===== src/rtl/fifo_uart_tx.sv =====
// FIFO read-side consumer: pops one DATA_LEN-bit word at a time and sends it
// as DATA_LEN/8 back-to-back UART 8N1 frames, least-significant byte first.
module fifo_uart_tx #(
    parameter int DATA_LEN     = 16,
    parameter int CLK_FREQ     = 50000000,
    parameter int BAUD_RATE    = 115200,
    parameter int CLKS_PER_BIT = CLK_FREQ / BAUD_RATE
) (
    input  logic                clk,
    input  logic                rst,
    input  logic                fifo_empty,
    output logic                read_en,
    input  logic [DATA_LEN-1:0] data_in,
    output logic                tx,
    output logic                busy,
    output logic [15:0]         words_sent
);

    localparam int NBYTES = DATA_LEN / 8;
    localparam int CW     = $clog2(CLKS_PER_BIT);
    localparam int BW     = (NBYTES > 1) ? $clog2(NBYTES) : 1;

    typedef enum logic [2:0] {IDLE, FETCH, CAPTURE, START, DATA, STOP} state_t;

    state_t              state, state_nxt;
    logic [CW-1:0]       baud_cnt;
    logic [2:0]          bit_cnt;
    logic [BW-1:0]       byte_cnt;
    logic [7:0]          shreg;
    logic [DATA_LEN-1:0] word_reg;
    logic                bit_done;
    logic                last_byte;

    assign bit_done  = (baud_cnt == CW'(CLKS_PER_BIT - 1));
    assign last_byte = (byte_cnt == BW'(NBYTES - 1));

    always_ff @(posedge clk) begin
        if (rst) state <= IDLE;
        else     state <= state_nxt;
    end

    always_comb begin
        state_nxt = state;
        case (state)
            IDLE:    if (!fifo_empty) state_nxt = FETCH;
            FETCH:   state_nxt = CAPTURE;
            CAPTURE: state_nxt = START;
            START:   if (bit_done) state_nxt = DATA;
            DATA:    if (bit_done && bit_cnt == 3'd7) state_nxt = STOP;
            STOP:    if (bit_done) state_nxt = last_byte ? IDLE : START;
            default: state_nxt = IDLE;
        endcase
    end

    always_comb begin
        tx      = 1'b1;
        read_en = 1'b0;
        busy    = (state != IDLE);
        case (state)
            FETCH:   read_en = 1'b1;
            START:   tx = 1'b0;
            DATA:    tx = shreg[0];
            default: ;
        endcase
    end

    // Restarting on every state change keeps each bit exactly CLKS_PER_BIT long.
    always_ff @(posedge clk) begin
        if (rst)
            baud_cnt <= '0;
        else if (state_nxt != state || bit_done)
            baud_cnt <= '0;
        else
            baud_cnt <= baud_cnt + 1'b1;
    end

    // The word register shifts down a byte per frame, so byte[index] is always
    // its low byte when START hands over to DATA.
    always_ff @(posedge clk) begin
        if (rst) begin
            word_reg   <= '0;
            shreg      <= '0;
            bit_cnt    <= '0;
            byte_cnt   <= '0;
            words_sent <= '0;
        end else begin
            case (state)
                CAPTURE: begin
                    word_reg <= data_in;
                    byte_cnt <= '0;
                end
                START: if (bit_done) begin
                    shreg    <= word_reg[7:0];
                    word_reg <= word_reg >> 8;
                    bit_cnt  <= '0;
                end
                DATA: if (bit_done) begin
                    shreg   <= shreg >> 1;
                    bit_cnt <= bit_cnt + 3'd1;
                end
                STOP: if (bit_done) begin
                    if (last_byte) words_sent <= words_sent + 16'd1;
                    else           byte_cnt   <= byte_cnt + 1'b1;
                end
                default: ;
            endcase
        end
    end

endmodule


===== config.mk =====
export PLATFORM = sky130hd
export DESIGN_NAME = fifo_uart_tx
export DESIGN_NICKNAME = d
export VERILOG_FILES = /design/src/rtl/fifo_uart_tx.sv
export SDC_FILE = /design/constraint.sdc
export NUM_CORES = 1
export LEC_CHECK = 0
export ABC_CLOCK_PERIOD_IN_PS = 3460
export CORE_ASPECT_RATIO = 0.9
export CORE_UTILIZATION = 43
export DETAILED_ROUTE_END_ITERATION = 10
export PLACE_DENSITY = 0.65
export RECOVER_POWER = 50
export SYNTH_ARGS = -nofsm -noshare
export SYNTH_HDL_FRONTEND = slang
export SYNTH_SLANG_ARGS = --single-unit

===== constraint.sdc =====
create_clock -name clk -period 3.46 [get_ports clk]
set_input_delay 0.692 -clock clk [delete_from_list [all_inputs] [get_ports clk]]
set_output_delay 0.692 -clock clk [all_outputs]
set_load 0.005 [all_outputs]

==> flow_metrics.env, run 1 <==
export IMPL_skew_ps=7.999
export IMPL_grt_pass1_vias=2092
export IMPL_synthFlopType="dfxtp_1"
export IMPL_die_area_mm2=0.006654
export IMPL_overflow=0
export IMPL_hold_slack_ps=480.8
export IMPL_power_leakage_nw=1.078
export IMPL_diodes=0
export IMPL_timing_setup_tns_ps=0
export IMPL_fp_coreArea_mm2=0.006115
export IMPL_ctsResizeCount=0
export IMPL_clk_latency_ps=310
export IMPL_drtIter0Drc=116
export IMPL_synth_top_area_cell="dfxtp_1"
export IMPL_post_route_cell_area_mm2=0.003207
export IMPL_drc=0
export IMPL_timing_final_crit_share=0.7883
export IMPL_synthDistinctLibCells=46
export IMPL_final_layout_size_suffix_gt1_frac=0.08150
export IMPL_clk_path_buf_depth=2
export IMPL_avgSynthCellArea_um2=9.229
export IMPL_grt_pass1_wl_um=9894
export IMPL_cts_hold_buf=0
export IMPL_status="finished clean"
export IMPL_crit_path_end_kind="output port"
export IMPL_dp_hpwl_um=3895
export IMPL_cts_sinks=56
export IMPL_worstSetupPathType="reg2out"
export IMPL_dr_pass1_iters=4
export IMPL_area_growth_pct=17.79
export IMPL_antenna_found_initial=0
export IMPL_nets=342
export IMPL_worstPathArrival_ps=2040
export IMPL_grt_start_max_net_pins=48
export IMPL_track_usage=0.1857
export IMPL_drtAntennaViolNets=0
export IMPL_drv_cap=0
export IMPL_synth_area_top_cells="dfxtp_1 41%, a21oi_1 6.3%, mux2i_1 5.9%, a211oi_1 4.4%, a211oi_2 4.1%"
export IMPL_dpl_cell_area_mm2=0.003093
export IMPL_post_cts_repair_setup_buffers=0
export IMPL_max_vdd_ir_drop_mv=0.1598
export IMPL_rows=27
export IMPL_ios=38
export IMPL_synth_seq_cells=56
export IMPL_gp_congestion=0.7300
export IMPL_instances_no_fill=406
export IMPL_synth_edf_count=0
export IMPL_cpPeakStageDelay_ps=570
export IMPL_fill_cells=566
export IMPL_synth_async_reset_ratio=0
export IMPL_critical_path_required_ps=2770
export IMPL_maxSlewViolCount=0
export IMPL_cp_slowest_cell="dfxtp_1"
export IMPL_hold_viol_final=0
export IMPL_grt_setup_unrepaired="no"
export IMPL_placed_cells=398
export IMPL_setup_viol=0
export IMPL_cts_made_buffers=5
export IMPL_h_tree_depth=2
export IMPL_tightest_slew_ps=699.8
export IMPL_synth_nets=319
export IMPL_wl_per_cell_um=14.23
export IMPL_wirelength_um=5777
export IMPL_path_max_fanout=13
export IMPL_slew_limit_headroom=0.5335
export IMPL_cts_tree="built"
export IMPL_syn_inst=295
export IMPL_clkTransAtPathRegs_ps=100
export IMPL_start_util=0.4453
export IMPL_viasPerCell=5.547
export IMPL_synth_seq_area_share=0.4118
export IMPL_yosys_warnings=0
export IMPL_min_path_type="reg2reg"
export IMPL_crit_chain="inv_1, nor3_1, clkdlybuf4s50_1"
export IMPL_die_h_um=77.49
export IMPL_num_vias=2252
export IMPL_die_w_um=85.88
export IMPL_fmax_mhz=366.6
export IMPL_netlist_area_mm2=0.002723
export IMPL_period_needed_ps=2728
export IMPL_cts_root_buf="clkbuf_8"
export IMPL_power_density_mw_per_mm2=385.3
export IMPL_synth_top_area_share=0.4118
export IMPL_startpoint_type="register"
export IMPL_port_buffers=37
-- routing by layer --
layer,GRT usage,vias to the layer above,part of all wire
met5,0,-,0
met4,0.06833,0,0.014
met3,0.03298,6,0.032
met2,0.2873,34,0.46
met1,0.2576,1067,0.50
li1,-,1145,-
-- critical path: cells and delay by family (launching register included) --
kind	cells	cell delay, ps
simple gates	1	260
flops	1	570
buf+inv	2	900
-- power breakdown --
part	switching, mW	internal [mW]	leakage, nW
logic	0.0663	0.0555	0.566
clock network	0.216	0.218	0.0583
registers	0.0168	0.662	0.453
total	0.300	0.936	1.08
-- stage by stage --
step / worst slack, ps / total power, mW / util
6_report: 732.4 / 1.236 / 0.5245
5_1_grt: 542.4 / 1.293 / 0.5245
4_1_cts: 720.8 / 1.250 / 0.5249
3_5_place_dp: 1033 / 0.8155 / 0.5058
3_3_place_gp: 1116 / 0.8130 / 0.5058
2_1_floorplan: 1568 / 0.7719 / -
-- synthesized netlist by cell type, drive strengths merged, types with 9 or more instances --
cell / instances
buf: 12
a211oi: 25
clkbuf: 12
or4: 9
mux2i: 16
a21oi: 34
nand3: 11
o21ai: 13
nor2: 17
nand2: 16
o31ai: 9
dfxtp: 56
-- layout by cell type (no fill, tap or decap), types with 3 or more instances in the layout --
master,n
buf_4,3
xor2_1,3
mux2i_1,16
ha_1,5
dlygate4sd3_1,16
or3_1,6
nand3_1,11
a21oi_1,34
a211oi_1,16
o21ai_0,13
nor2b_1,3
xnor2_1,5
o31ai_1,9
or4_1,9
nor2_1,17
a211oi_2,9
nand2_1,16
a32oi_1,3
clkbuf_8,5
clkdlybuf4s50_1,21
dfxtp_1,56
nand4_1,5
nand3b_1,3
inv_1,5
-- final cells by class --
cell class	instances	area, um^2	share of cell area
Sequential cell	56	1121	0.3496
Inverter	5	18.77	0.005853
Tap cell	87	108.9	0.03394
Clock buffer	5	68.82	0.02146
Clock inverter	3	47.55	0.01483
Timing Repair Buffer	40	392.9	0.1225
Multi-Input combinational cell	210	1449	0.4518
-- cell families (layout without fill, tap and decap cells) --
group,after synthesis,after routing,share of synthesized area
AO/OA/AOI/OAI,93,93,0.2339
AND/OR/NAND/NOR,86,86,0.1815
flip-flops,56,56,0.4118
buffers and inverters,29,53,0.05699
multiplexers,18,18,0.06709
XOR/XNOR,8,8,0.02574
adder cells (fa/ha/maj),5,5,0.02298
-- final timing paths --
path                     start           end  slack [ps]  depth (start not counted)
hold / removal    word_reg[13]  word_reg[13]         480                          2
setup reg to reg   baud_cnt[0]   baud_cnt[0]        1040                          5
hold reg to reg   word_reg[13]  word_reg[13]         480                          2
setup / recovery      state[0]       read_en         730                          3
Note: power is estimated with default switching activity, not from simulation.
==> run 2: changes to the inputs <==
Settings changed: ABC_CLOCK_PERIOD_IN_PS 3460 to 2500, PLACE_DENSITY 0.65 to 0.68.
Clock period 3.46 ns to 2.5 ns, I/O delays scaled along.
==> run 2 against run 1 <==
  * Sequential power increased by 39%
  * Sequential share of layout area decreased by 0.18 points
  * Via count increased by 1.5%
  * Hold slack improved by 0.55 ps
  * Combinational power increased by 44%
  * Total power increased by 38%
  * Cell area increased by 0.51%
  * Non-clock buffer count increased by 4
  * Clock power increased by 35%
  * First-iteration DRC count increased by 6.0%
  * Setup slack got worse by 570 ps
  * Critical endpoint unchanged
  * Largest cell class unchanged
==> flow_metrics.env, run 2 (synthesis results as in run 1) <==
export IMPL_drtIter0Drc=123
export IMPL_min_path_type="reg2reg"
export IMPL_cts_made_buffers=5
export IMPL_critical_path_required_ps=2000
export IMPL_maxSlewViolCount=0
export IMPL_hold_depth=2
export IMPL_drv_cap=0
export IMPL_max_vdd_ir_drop_mv=0.2180
export IMPL_status="finished clean"
export IMPL_ctsResizeCount=0
export IMPL_start_util=0.4453
export IMPL_port_buffers=37
export IMPL_wirelength_um=5827
export IMPL_track_usage=0.1802
export IMPL_nets=346
export IMPL_rows=27
export IMPL_power_density_mw_per_mm2=528.6
export IMPL_overflow=0
export IMPL_cts_sinks=56
export IMPL_tightest_slew_ps=662.9
export IMPL_fin_util=0.5271
export IMPL_die_h_um=77.49
export IMPL_gp_congestion=0.7456
export IMPL_instances_no_fill=410
export IMPL_hold_end="word_reg[14]"
export IMPL_final_layout_size_suffix_gt1_frac=0.08978
export IMPL_setup_viol=0
export IMPL_antenna_found_initial=0
export IMPL_fmax_mhz=428.4
export IMPL_r2r_setup_slack_ps=190
export IMPL_final_cell_mix="56 x dfxtp_1, 34 x a21oi_1, 21 x clkdlybuf4s50_1"
export IMPL_viasPerCell=5.576
export IMPL_ff2ff_path_depth=7
export IMPL_cts_hold_buf=0
export IMPL_cts_root_buf="clkbuf_8"
export IMPL_timing_final_crit_share=0.9338
export IMPL_fill_cells=580
export IMPL_final_common_cell="dfxtp_1"
export IMPL_wl_per_cell_um=14.21
export IMPL_clk_latency_ps=310
export IMPL_num_vias=2286
export IMPL_placed_cells=402
export IMPL_dp_hpwl_um=3878
export IMPL_cts_tree="built"
export IMPL_critical_path_cell_count=3
export IMPL_post_cts_repair_setup_buffers=0
export IMPL_die_area_mm2=0.006654
export IMPL_grt_pass1_vias=2032
export IMPL_drc=0
export IMPL_ios=38
export IMPL_timing_rr_start="baud_cnt[1]"
export IMPL_slew_limit_headroom=0.5572
export IMPL_diodes=0
export IMPL_clk_path_buf_depth=2
export IMPL_grt_pass1_wl_um=9687
export IMPL_cpPeakStageDelay_ps=610
export IMPL_crit_path_end_kind="output port"
export IMPL_fp_coreArea_mm2=0.006115
export IMPL_grt_start_max_net_pins=48
export IMPL_hp_start="word_reg[14]"
export IMPL_crit_buf_inv=2
export IMPL_startpoint_type="register"
export IMPL_die_w_um=85.88
export IMPL_power_leakage_nw=1.088
export IMPL_drtAntennaViolNets=0
export IMPL_crit_family="buffers and inverters"
export IMPL_crit_chain="inv_1, nor3_1, clkdlybuf4s50_1"
export IMPL_worstPathArrival_ps=1830
export IMPL_regToRegEndpoint="baud_cnt[0]"
export IMPL_skew_ps=11.09
export IMPL_hold_viol_final=0
export IMPL_p_total_mw=1.704
export IMPL_pre_cts_ws_ps=369.4
export IMPL_cp_slowest_cell="dfxtp_1"
export IMPL_clkTransAtPathRegs_ps=100
export IMPL_path_max_fanout=13
export IMPL_worstSetupPathType="reg2out"
export IMPL_grt_setup_unrepaired="no"
export IMPL_h_tree_depth=2
export IMPL_timing_setup_tns_ps=0
export IMPL_dr_pass1_iters=5
export IMPL_area_growth_pct=18.38
export IMPL_fin_ws_ps=165.6
export IMPL_period_needed_ps=2334
## run 2: changes by cell type in the layout (fill, tap and decap cells not counted), sizes merged
cell / delta
clkbuf: +3
buf: +1
clkinv: -1
clkinvlp: +1
## run 2: worst reg2reg max path: cells and delay by family (launching register included)
kind / cells / cell delay [ps]
AND/OR/NAND/NOR: 2 / 700
buffers and inverters: 2 / 300
AO/OA/AOI/OAI: 2 / 670
flip-flops: 1 / 380
adder cells (fa/ha/maj): 1 / 180
## run 2: worst max-delay path by stage
| stage | start | to | slack [ps] |
|---|---|---|---|
| final | state[0] | read_en | 170 |
| after global routing | state[0] | read_en | 40 |
| after detailed placement | baud_cnt[0] | words_sent[12] | 370 |
| after global placement | baud_cnt[1] | baud_cnt[0] | 470 |
| after CTS | state[0] | read_en | 160 |
| after floorplan | baud_cnt[1] | baud_cnt[0] | 610 |
## run 2: area by class of cell
type                            instances  area, um^2  share of cell area
Tap cell                               87       108.9             0.03377
Inverter                                5       18.77            0.005823
Sequential cell                        56        1121              0.3478
Timing Repair Buffer                   44       414.1              0.1285
Multi-Input combinational cell        210        1449              0.4495
Clock inverter                          3       42.54             0.01320
Clock buffer                            5       68.82             0.02135
## run 2: report_power, final
group,total [mW],switching [mW],internal (mW)
Sequential,0.941,0.0241,0.917
Clock,0.588,0.291,0.297
Combinational,0.176,0.0944,0.0812
## run 2: stage by stage
| step | hold slack [ps] | area, um^2 |
|---|---|---|
| floorplan | 444.0 | 2723 |
| global placement | 453.2 | 3123 |
| detailed placement | 469.6 | 3123 |
| CTS | 484.5 | 3234 |
| global route | 506.7 | 3223 |
| finish | 481.3 | 3223 |
## run 2: metal layers
layer  routed length (um)  global-route usage
met5                    0                   0
met4                   48             0.04500
met3                  234             0.03723
met2                 2586              0.2794
met1                 2958              0.2545
